$ cat config.mk
export PLATFORM = sky130hd
export DESIGN_NAME = fpu_issue_ctrl_flat
export DESIGN_NICKNAME = d
export VERILOG_FILES = /design/src/rtl/fpu_issue_ctrl_pkg.sv /design/src/rtl/fpu_issue_ctrl_if.sv /design/src/rtl/fpu_issue_ctrl_result_mux.sv /design/src/rtl/fpu_issue_ctrl.sv /design/src/flat_wrapper.sv
export SDC_FILE = /design/constraint.sdc
export NUM_CORES = 1
export LEC_CHECK = 0
export CAP_MARGIN = 20
export CORE_AREA = 2 2 124 126
export CTS_CLUSTER_DIAMETER = 150
export DETAILED_ROUTE_END_ITERATION = 7
export DIE_AREA = 0 0 126 128
export DONT_BUFFER_PORTS = 1
export HOLD_SLACK_MARGIN = 0.08
export PLACE_DENSITY = 0.46
export SETUP_SLACK_MARGIN = 0.02
export SLEW_MARGIN = 15
export SYNTH_ARGS = -nofsm -noshare
export SYNTH_HDL_FRONTEND = slang
export SYNTH_SLANG_ARGS = --single-unit
$ cat constraint.sdc
create_clock -name clk -period 2.9 [get_ports clk]
set_input_delay 0.58 -clock clk [delete_from_list [all_inputs] [get_ports clk]]
set_output_delay 0.58 -clock clk [all_outputs]
set_load 0.1 [all_outputs]
$ cat src/rtl/fpu_issue_ctrl_pkg.sv
// Shared types and constants for the FPU issue controller and its attached units.
package fpu_pkg;

    typedef enum logic [1:0] {
        FOP_ADD  = 2'd0,
        FOP_MUL  = 2'd1,
        FOP_DIV  = 2'd2,
        FOP_SQRT = 2'd3
    } fpu_op_e;

    typedef enum logic [1:0] {
        ST_IDLE  = 2'd0,
        ST_ISSUE = 2'd1,
        ST_WAIT  = 2'd2,
        ST_WB    = 2'd3
    } fpu_state_e;

    // Unit protocol: one result lane per unit, rd valid only in the done cycle.
    localparam int FU_DATA_W = 32;

    function automatic int op_w(input int n_units);
        return (n_units > 1) ? $clog2(n_units) : 1;
    endfunction

endpackage

$ cat src/rtl/fpu_issue_ctrl_if.sv
// Bundle of the execute-stage request, FPU unit and writeback handshakes.
interface fpu_issue_ctrl_if
    import fpu_pkg::*;
#(
    parameter int N_UNITS = 4,
    parameter int TAG_W   = 5
);
    localparam int OP_W = op_w(N_UNITS);

    logic                           req_valid;
    logic                           req_ready;
    logic [OP_W-1:0]                req_op;
    logic [31:0]                    req_rs1;
    logic [31:0]                    req_rs2;
    logic [TAG_W-1:0]               req_tag;

    logic [N_UNITS-1:0]             fu_order;
    logic [N_UNITS-1:0]             fu_accepted;
    logic [N_UNITS-1:0]             fu_done;
    logic [FU_DATA_W*N_UNITS-1:0]   fu_rd;
    logic [31:0]                    fu_rs1;
    logic [31:0]                    fu_rs2;

    logic                           wb_valid;
    logic                           wb_ready;
    logic [31:0]                    wb_data;
    logic [TAG_W-1:0]               wb_tag;
    logic                           wb_err;

    modport master (
        input  req_valid, req_op, req_rs1, req_rs2, req_tag,
        input  fu_accepted, fu_done, fu_rd, wb_ready,
        output req_ready, fu_order, fu_rs1, fu_rs2,
        output wb_valid, wb_data, wb_tag, wb_err
    );

    modport slave (
        output req_valid, req_op, req_rs1, req_rs2, req_tag,
        output fu_accepted, fu_done, fu_rd, wb_ready,
        input  req_ready, fu_order, fu_rs1, fu_rs2,
        input  wb_valid, wb_data, wb_tag, wb_err
    );

endinterface

$ cat src/rtl/fpu_issue_ctrl_result_mux.sv
// Selects the result lane of the unit addressed by the latched op code.
module fpu_result_mux
    import fpu_pkg::*;
#(
    parameter int N_UNITS = 4,
    parameter int OP_W    = 2
) (
    input  logic [FU_DATA_W*N_UNITS-1:0] rd_i,
    input  logic [OP_W-1:0]              sel_i,
    output logic [FU_DATA_W-1:0]         data_o
);

    always_comb begin
        data_o = '0;
        for (int k = 0; k < N_UNITS; k++) begin
            if (sel_i == OP_W'(k)) data_o = rd_i[FU_DATA_W*k +: FU_DATA_W];
        end
    end

endmodule

$ cat src/rtl/fpu_issue_ctrl.sv
// Core-side FPU initiator: issues one op, waits for the unit's done pulse (or a
// timeout) and holds the result for writeback until it is consumed.
module fpu_issue_ctrl
    import fpu_pkg::*;
#(
    parameter int N_UNITS = 4,
    parameter int TAG_W   = 5,
    parameter int TO_W    = 8
) (
    input  logic              clk,
    input  logic              rstn,
    fpu_issue_ctrl_if.master  bus_io
);

    localparam int OP_W = op_w(N_UNITS);
    // Count value one short of all-ones: the increment out of it is the timeout.
    localparam logic [TO_W-1:0] TO_LAST = {{(TO_W-1){1'b1}}, 1'b0};

    fpu_state_e         state_q, state_d;
    logic [OP_W-1:0]    op_q, op_d;
    logic [31:0]        rs1_q, rs1_d;
    logic [31:0]        rs2_q, rs2_d;
    logic [TAG_W-1:0]   tag_q, tag_d;
    logic [TO_W-1:0]    cnt_q, cnt_d;
    logic [31:0]        wb_data_q, wb_data_d;
    logic               wb_err_q, wb_err_d;

    logic               req_ready;
    logic               req_legal;
    logic               acc_sel;
    logic               done_sel;
    logic [31:0]        res_sel;
    logic [N_UNITS-1:0] order;

    fpu_result_mux #(
        .N_UNITS (N_UNITS),
        .OP_W    (OP_W)
    ) u_result_mux (
        .rd_i   (bus_io.fu_rd),
        .sel_i  (op_q),
        .data_o (res_sel)
    );

    assign req_legal = (int'(bus_io.req_op) < N_UNITS);
    assign acc_sel   = bus_io.fu_accepted[op_q];
    assign done_sel  = bus_io.fu_done[op_q];

    always_comb begin
        state_d   = state_q;
        op_d      = op_q;
        rs1_d     = rs1_q;
        rs2_d     = rs2_q;
        tag_d     = tag_q;
        cnt_d     = cnt_q;
        wb_data_d = wb_data_q;
        wb_err_d  = wb_err_q;
        req_ready = 1'b0;

        unique case (state_q)
            ST_IDLE: req_ready = 1'b1;
            ST_ISSUE: begin
                if (acc_sel) begin
                    if (done_sel) begin
                        wb_data_d = res_sel;
                        wb_err_d  = 1'b0;
                        state_d   = ST_WB;
                    end else begin
                        cnt_d   = '0;
                        state_d = ST_WAIT;
                    end
                end
            end
            ST_WAIT: begin
                // A done arriving on the last counted cycle still wins over the timeout.
                if (done_sel) begin
                    wb_data_d = res_sel;
                    wb_err_d  = 1'b0;
                    state_d   = ST_WB;
                end else if (cnt_q == TO_LAST) begin
                    wb_data_d = '0;
                    wb_err_d  = 1'b1;
                    state_d   = ST_WB;
                end else begin
                    cnt_d = cnt_q + 1'b1;
                end
            end
            ST_WB: begin
                if (bus_io.wb_ready) begin
                    req_ready = 1'b1;
                    state_d   = ST_IDLE;
                end
            end
            default: state_d = ST_IDLE;
        endcase

        if (req_ready && bus_io.req_valid) begin
            op_d  = bus_io.req_op;
            rs1_d = bus_io.req_rs1;
            rs2_d = bus_io.req_rs2;
            tag_d = bus_io.req_tag;
            if (req_legal) begin
                state_d = ST_ISSUE;
            end else begin
                wb_data_d = '0;
                wb_err_d  = 1'b1;
                state_d   = ST_WB;
            end
        end
    end

    always_ff @(posedge clk) begin
        if (!rstn) begin
            state_q   <= ST_IDLE;
            op_q      <= '0;
            rs1_q     <= '0;
            rs2_q     <= '0;
            tag_q     <= '0;
            cnt_q     <= '0;
            wb_data_q <= '0;
            wb_err_q  <= 1'b0;
        end else begin
            state_q   <= state_d;
            op_q      <= op_d;
            rs1_q     <= rs1_d;
            rs2_q     <= rs2_d;
            tag_q     <= tag_d;
            cnt_q     <= cnt_d;
            wb_data_q <= wb_data_d;
            wb_err_q  <= wb_err_d;
        end
    end

    // Order is a pure decode of ISSUE, so it drops in the cycle after accept.
    always_comb begin
        order = '0;
        if (state_q == ST_ISSUE) order[op_q] = 1'b1;
    end

    assign bus_io.req_ready = req_ready;
    assign bus_io.fu_order  = order;
    assign bus_io.fu_rs1    = rs1_q;
    assign bus_io.fu_rs2    = rs2_q;
    assign bus_io.wb_valid  = (state_q == ST_WB);
    assign bus_io.wb_data   = wb_data_q;
    assign bus_io.wb_tag    = tag_q;
    assign bus_io.wb_err    = wb_err_q;

endmodule

$ cat src/flat_wrapper.sv
// flat-port wrapper written by rule: the top's interface ports become plain ports
module fpu_issue_ctrl_flat import fpu_pkg::*;
#(
    parameter int N_UNITS = 4,
    parameter int TAG_W   = 5,
    parameter int TO_W    = 8
)
  (clk, rstn, bus_io_req_valid, bus_io_req_op, bus_io_req_rs1, bus_io_req_rs2, bus_io_req_tag, bus_io_fu_accepted, bus_io_fu_done, bus_io_fu_rd, bus_io_wb_ready, bus_io_req_ready, bus_io_fu_order, bus_io_fu_rs1, bus_io_fu_rs2, bus_io_wb_valid, bus_io_wb_data, bus_io_wb_tag, bus_io_wb_err);
  fpu_issue_ctrl_if #(.N_UNITS(N_UNITS), .TAG_W(TAG_W)) bus_io_i ();
  input  logic clk;
  input  logic rstn;
  input wire logic [$bits(bus_io_i.req_valid)-1:0] bus_io_req_valid;
  input wire logic [$bits(bus_io_i.req_op)-1:0] bus_io_req_op;
  input wire logic [$bits(bus_io_i.req_rs1)-1:0] bus_io_req_rs1;
  input wire logic [$bits(bus_io_i.req_rs2)-1:0] bus_io_req_rs2;
  input wire logic [$bits(bus_io_i.req_tag)-1:0] bus_io_req_tag;
  input wire logic [$bits(bus_io_i.fu_accepted)-1:0] bus_io_fu_accepted;
  input wire logic [$bits(bus_io_i.fu_done)-1:0] bus_io_fu_done;
  input wire logic [$bits(bus_io_i.fu_rd)-1:0] bus_io_fu_rd;
  input wire logic [$bits(bus_io_i.wb_ready)-1:0] bus_io_wb_ready;
  output wire logic [$bits(bus_io_i.req_ready)-1:0] bus_io_req_ready;
  output wire logic [$bits(bus_io_i.fu_order)-1:0] bus_io_fu_order;
  output wire logic [$bits(bus_io_i.fu_rs1)-1:0] bus_io_fu_rs1;
  output wire logic [$bits(bus_io_i.fu_rs2)-1:0] bus_io_fu_rs2;
  output wire logic [$bits(bus_io_i.wb_valid)-1:0] bus_io_wb_valid;
  output wire logic [$bits(bus_io_i.wb_data)-1:0] bus_io_wb_data;
  output wire logic [$bits(bus_io_i.wb_tag)-1:0] bus_io_wb_tag;
  output wire logic [$bits(bus_io_i.wb_err)-1:0] bus_io_wb_err;
  assign bus_io_i.req_valid = bus_io_req_valid;
  assign bus_io_i.req_op = bus_io_req_op;
  assign bus_io_i.req_rs1 = bus_io_req_rs1;
  assign bus_io_i.req_rs2 = bus_io_req_rs2;
  assign bus_io_i.req_tag = bus_io_req_tag;
  assign bus_io_i.fu_accepted = bus_io_fu_accepted;
  assign bus_io_i.fu_done = bus_io_fu_done;
  assign bus_io_i.fu_rd = bus_io_fu_rd;
  assign bus_io_i.wb_ready = bus_io_wb_ready;
  assign bus_io_req_ready = bus_io_i.req_ready;
  assign bus_io_fu_order = bus_io_i.fu_order;
  assign bus_io_fu_rs1 = bus_io_i.fu_rs1;
  assign bus_io_fu_rs2 = bus_io_i.fu_rs2;
  assign bus_io_wb_valid = bus_io_i.wb_valid;
  assign bus_io_wb_data = bus_io_i.wb_data;
  assign bus_io_wb_tag = bus_io_i.wb_tag;
  assign bus_io_wb_err = bus_io_i.wb_err;
  fpu_issue_ctrl #(.N_UNITS(N_UNITS), .TAG_W(TAG_W), .TO_W(TO_W)) u_core (.clk(clk), .rstn(rstn), .bus_io(bus_io_i));
endmodule
==> run metrics, run 1 <==
outcome complete, no violations; most frequent cells in the layout 149 x nand2_1, 112 x dfxtp_1, 78 x a21oi_1; Initial Util between 30% and 40%; filler instances approximately 1500; Vias between 4000 and 5000; # hold bufs at CTS 0; Final Total Pwr roughly 9.0 mW; Mean Syn Cell Area 8.75 sq um; Nets approximately 800; Fin. Hold Viols 0; worst-path fanout max 10; number of synthesized flops with an enable pin 0; gpl congestion 0.817; total of max-cap violations 0; Reg power frac about 55%; synth-to-layout area growth 16.0%; Routed Antenna Nets 0; Mapped Cells 593; fin crit share about four fifths; Critical Path Source Type register; die height ~130 um; DR iter-0 viols about 190; GRT Util Overall between 10% and 20%; final instance area 6020 sq um; Pint between 3 and 4 mW; Worst-path clk slew ~50 ps; CP Class reg2reg; final core utilization roughly two fifths; per-cell routed wire length just under 20 um; largest net degree at the start of global routing 73; CTS Sinks 114; Leak a little over 2 nW; clock buffer depth 2; Worst setup EP type register; fin crit period 2300 ps; Net Count, Synth just over 800; Top FF cell, synth dfxtp_1; number of global-route vias before repair ~4200; Distinct cells, synth 39; antenna violations before repair 1; Slew @ Worst Pin between 1000 and 1500 ps; DP Wirelength between 10000 and 15000 um; fmax around 0.43 GHz; Synth Warn # 0; Clk pwr share 21.7%; Hold Path Class in2reg; routed vias/inst 5.52; non-filler cells, final a little under 800; grt total ovfl 0; post-CTS resize count 0; fin. max-slew vios 0; Comb pwr share a little under a quarter; headroom to the max-slew limit 31.7%; Die Width roughly 130 um; # rows 45; die area between 15000 and 20000 sq um; sequential-to-total area share from yosys stat between 40% and 50%; # Post-CTS Setup Buffers 0; worst-path cell chain mux4_2, a41o_1, a211o_4, or3_1, a21oi_1; PwrDens between 1000 and 1500 nW/um^2; total wire length 15200 um; Critical Path RT 3230 ps; CTS tree yes; Seq cells post-synth around 110; Net Sw Frac a little under three fifths; Skew-Pair Late Insertion Delay 410 ps; I/O pin total between 300 and 400; CTS Root Cell clkbuf_16; cell at the slowest stage of the critical path mux4_2; CTS Buf Count 17; Mapped Area around 5200 sq um; drt first pass iters 4; sw power about 5.0 mW; commonest non-fill, non-tap cell in the layout nand2_1; first-pass GRT wire length around 23000 um; number of buffers added on ports 0; Crit path largest cell delay a little under 600 ps; placed cell areas between 5000 and 6000 sq um; H-Tree Depth 4; RSZ-0062 raised after global routing false; WP data arrival between 2000 and 3000 ps; layout cells sized above 1 approximately 17%; Max rail drop VDD 0.000648 V; Final setup viols 0; Worst Skew between 7 and 8 ps; Placed Cells incl. Taps around 750; Post-Route Setup TNS 0 ps; Synth async-reset ratio 0%; DR DRC count 0; core outline area approximately 15000 sq um
==> final timing paths <==
path                                            endpoint  slack (ps)                              startpoint  depth (start not counted)
setup / recovery            u_core.cnt_q[4]$_SDFFE_PN0P_         600             u_core.op_q[0]$_SDFFE_PN0P_                          5
hold / removal     u_core.bus_io.fu_rs1[17]$_SDFFE_PN0P_         300                      bus_io_req_rs1[17]                          2
setup reg to reg            u_core.cnt_q[4]$_SDFFE_PN0P_         600             u_core.op_q[0]$_SDFFE_PN0P_                          5
hold reg to reg   u_core.bus_io.wb_data[10]$_SDFFE_PN0P_         480  u_core.bus_io.wb_data[10]$_SDFFE_PN0P_                          2
==> area by class of cell <==
cell class                      instances  area [sq um]  area share [%]
Clock buffer                           21           470            7.82
Inverter                                6          22.5           0.374
Multi-Input combinational cell        421          2700            44.9
Timing Repair Buffer                   22           215            3.58
Sequential cell                       114          2280            38.0
Clock inverter                          9          83.8            1.39
Antenna cell                            1          2.50          0.0416
Tap cell                              188           235            3.91
==> metal layers <==
metal / track usage [%] / part of all wire, %
met3: 7.89 / 11
met2: 29.9 / 49
met4: 8.66 / 2.7
met1: 20.3 / 38
met5: 0 / 0
==> stage by stage <==
step           hold slack (ps)  setup WS [ps]
2_1_floorplan              454           20.9
3_3_place_gp               466            571
6_report                   303            596
5_1_grt                    283            385
4_1_cts                    286            588
3_5_place_dp               483            546
==> flip-flops by register name (all words and copies together) (netlist names) <==
register / flops
u_core.bus_io.wb_tag: 5
u_core.bus_io.fu_rs2: 32
u_core.op_q: 2
u_core.bus_io.fu_rs1: 32
u_core.bus_io.wb_err: 1
u_core.cnt_q: 8
u_core.bus_io.wb_data: 32
u_core.state_q: 2
==> cell usage after synthesis, drive strengths merged, types with 2 or more instances <==
library cell	count	area, sq um
or3	5	31.3
clkbuf	39	146
nand2b	3	18.8
inv	6	22.5
ha	6	75.1
mux2	2	22.5
nand2	150	563
o22ai	3	18.8
nor2	6	22.5
mux4	33	743
mux2i	3	30.0
and2	2	12.5
a41o	2	20.0
o21ai	38	190
nand3	66	330
dfxtp	114	2280
nand4	2	12.5
o31ai	2	15.0
a21oi	78	390
o221ai	3	26.3
nor2b	2	12.5
buf	13	68.8
==> power groups by stage <==
stage | registers, mW | clock network (mW) | logic [mW]
finish | 4.89 | 1.94 | 2.12
global route | 4.93 | 2.08 | 2.35
CTS | 4.90 | 1.99 | 2.15
detailed placement | 4.91 | 0 | 2.14
global placement | 4.91 | 0 | 2.11
floorplan | 5.02 | 0 | 1.48
==> cell families after synthesis <==
| kind of cell | count (synthesis) | share of synthesized area, % |
|---|---|---|
| AND/OR/NAND/NOR | 242 | 20.2 |
| AO/OA/AOI/OAI | 134 | 14.3 |
| flip-flops | 114 | 44.0 |
| buffers and inverters | 58 | 4.58 |
| multiplexers | 38 | 15.3 |
| adder cells (fa/ha/maj) | 6 | 1.45 |
| XOR/XNOR | 1 | 0.169 |
==> worst max-delay path, delay by kind of cell, from the launching register on <==
kind	cells	cell delay, ps
flip-flops	1	450
multiplexers	1	590
AND/OR/NAND/NOR	1	360
AO/OA/AOI/OAI	3	830
No activity file was read; power rests on OpenSTA's default activity.
==> inputs of run 2 (changes only) <==
--- a/config.mk
+++ b/config.mk
@@ -12,7 +12,7 @@
 export DIE_AREA = 0 0 126 128
 export DONT_BUFFER_PORTS = 1
 export HOLD_SLACK_MARGIN = 0.08
-export PLACE_DENSITY = 0.46
+export PLACE_DENSITY = 0.48
 export SETUP_SLACK_MARGIN = 0.02
 export SLEW_MARGIN = 15
 export SYNTH_ARGS = -nofsm -noshare
==> constraint.sdc (replaced) <==
create_clock -name clk -period 2 [get_ports clk]
set_input_delay 0.4 -clock clk [delete_from_list [all_inputs] [get_ports clk]]
set_output_delay 0.4 -clock clk [all_outputs]
set_load 0.1 [all_outputs]
==> run metrics, run 2 (synthesized netlist as in run 1, its figures left out) <==
first-pass GRT wire length ~24000 um; synth-to-layout area growth 44.9%; worst-path fanout max 8; DP Wirelength ~12000 um; Max rail drop VDD around 0.0011 V; Placed Cells incl. Taps 866; multi-input logic area 2910 sq um; outcome finished with violations; Crit path largest cell delay around 520 ps; total wire length 17300 um; Hold Path Class in2reg; Critical Path Source Type register; # hold bufs at CTS 0; Routed Antenna Nets 0; number of global-route vias before repair roughly 4700; number of buffers added on ports 0; Worst Skew 8.89 ps; most frequent cells in the layout 148 x nand2_1, 131 x buf_4, 110 x dfxtp_1; layout cells sized above 1 a little under two fifths; commonest non-fill, non-tap cell in the layout nand2_1; failing checks negative setup slack; final worst setup slack -56.8 ps; per-cell routed wire length ~19 um; Initial Util a little over a third; # rows 45; fin crit share 103%; Slew @ Worst Pin about 500 ps; total of max-cap violations 0; DR iter-0 viols roughly 240; Worst-path clk slew roughly 60 ps; routed vias/inst 5.34; DR DRC count 0; Nets approximately 930; fmax approximately 0.49 GHz; CTS Root Cell clkbuf_16; CTS Buf Count 17; Critical Path RT approximately 2300 ps; WP data arrival between 2000 and 2500 ps; largest net degree at the start of global routing 73; die height 128 um; final instance area 7520 sq um; grt total ovfl 0; worst-path cell chain mux4_2, a41o_1, buf_6, o221ai_4, buf_12, clkbuf_16, nand3_1, o21ai_1; Leak 2.90 nW; core outline area ~15000 sq um; gpl congestion 0.809; drt first pass iters 4; CP Class reg2reg; headroom to the max-slew limit approximately two thirds; CP bufs+invs 3; die area approximately 16000 sq um; RSZ-0062 raised after global routing true; Vias 4906; Worst setup EP type register; register area 2290 sq um; H-Tree Depth 4; antenna violations before repair 2; PwrDens approximately 2000 nW/um^2; GRT Util Overall 19.4%; Fin. Hold Viols 0; fin crit period 2060 ps; CTS tree yes; Crit path max-delay family compound AO/OA/AOI/OAI gates; Die Width between 100 and 150 um; cell at the slowest stage of the critical path mux4_2; final core utilization about half; CTS Sinks about 110; clock buffer depth 2; Skew-Pair Late Insertion Delay between 400 and 500 ps; fin. max-slew vios 0; I/O pin total 319; non-filler cells, final between 900 and 1000; Final setup viols 32; placed cell areas approximately 6400 sq um; filler instances 1397
==> run 2: routing by layer <==
metal | track usage, % | vias to the layer above | share of wire, %
met5 | 0 | - | 0
met4 | 7.63 | 0 | 2.4
met3 | 8.26 | 25 | 9.9
met2 | 33.0 | 232 | 51
met1 | 21.4 | 2306 | 37
li1 | - | 2343 | -
==> run 2: final timing paths <==
path / endpoint / cells after the start / slack (ps) / from
worst max-delay path: u_core.bus_io.wb_data[30]$_SDFFE_PN0P_ / 8 / -60 / u_core.op_q[0]$_SDFFE_PN0P_
worst min-delay path: u_core.bus_io.fu_rs2[8]$_SDFFE_PN0P_ / 2 / 120 / bus_io_req_rs2[8]
worst min register to register: u_core.bus_io.fu_rs1[14]$_SDFFE_PN0P_ / 2 / 460 / u_core.bus_io.fu_rs1[14]$_SDFFE_PN0P_
worst max register to register: u_core.bus_io.wb_data[30]$_SDFFE_PN0P_ / 8 / -60 / u_core.op_q[0]$_SDFFE_PN0P_
==> run 2: metrics by stage <==
step	hold slack [ps]	power, mW	TNS [ps]	setup WS (ps)
global placement	443	11.2	-54.2	-54.2
finish	115	15.2	-985	-56.8
floorplan	456	9.50	-993	-72.0
detailed placement	449	11.3	-1090	-58.8
CTS	98.8	14.7	-552	-45.0
global route	95.5	15.8	-4200	-136
==> run 2: repair_timing <==
action | CTS | global route
cloned | 1 | 7
pin swaps | 3 | 12
endpoints found under the hold margin | 0 | 0
resized for setup | 15 | 59
endpoints found under the setup margin | 43 | 48
setup buffers | 4 | 6
==> run 2: area by class of cell <==
cell class              count  area share [%]
diodes                      2          0.0666
clock buffers              21            6.12
clock inverters            11            2.03
inverters                   6           0.366
multi-input cells         421            38.7
flip-flops and latches    114            30.5
well taps                 188            3.13
repair buffers            155            19.1
==> run 2: power breakdown <==
group / switching (mW) / internal, mW / total, mW
clock: 1.10 / 2.03 / 3.13
sequential: 0.242 / 2.87 / 3.11
combinational: 6.50 / 2.41 / 8.91
total: 7.84 / 7.32 / 15.2
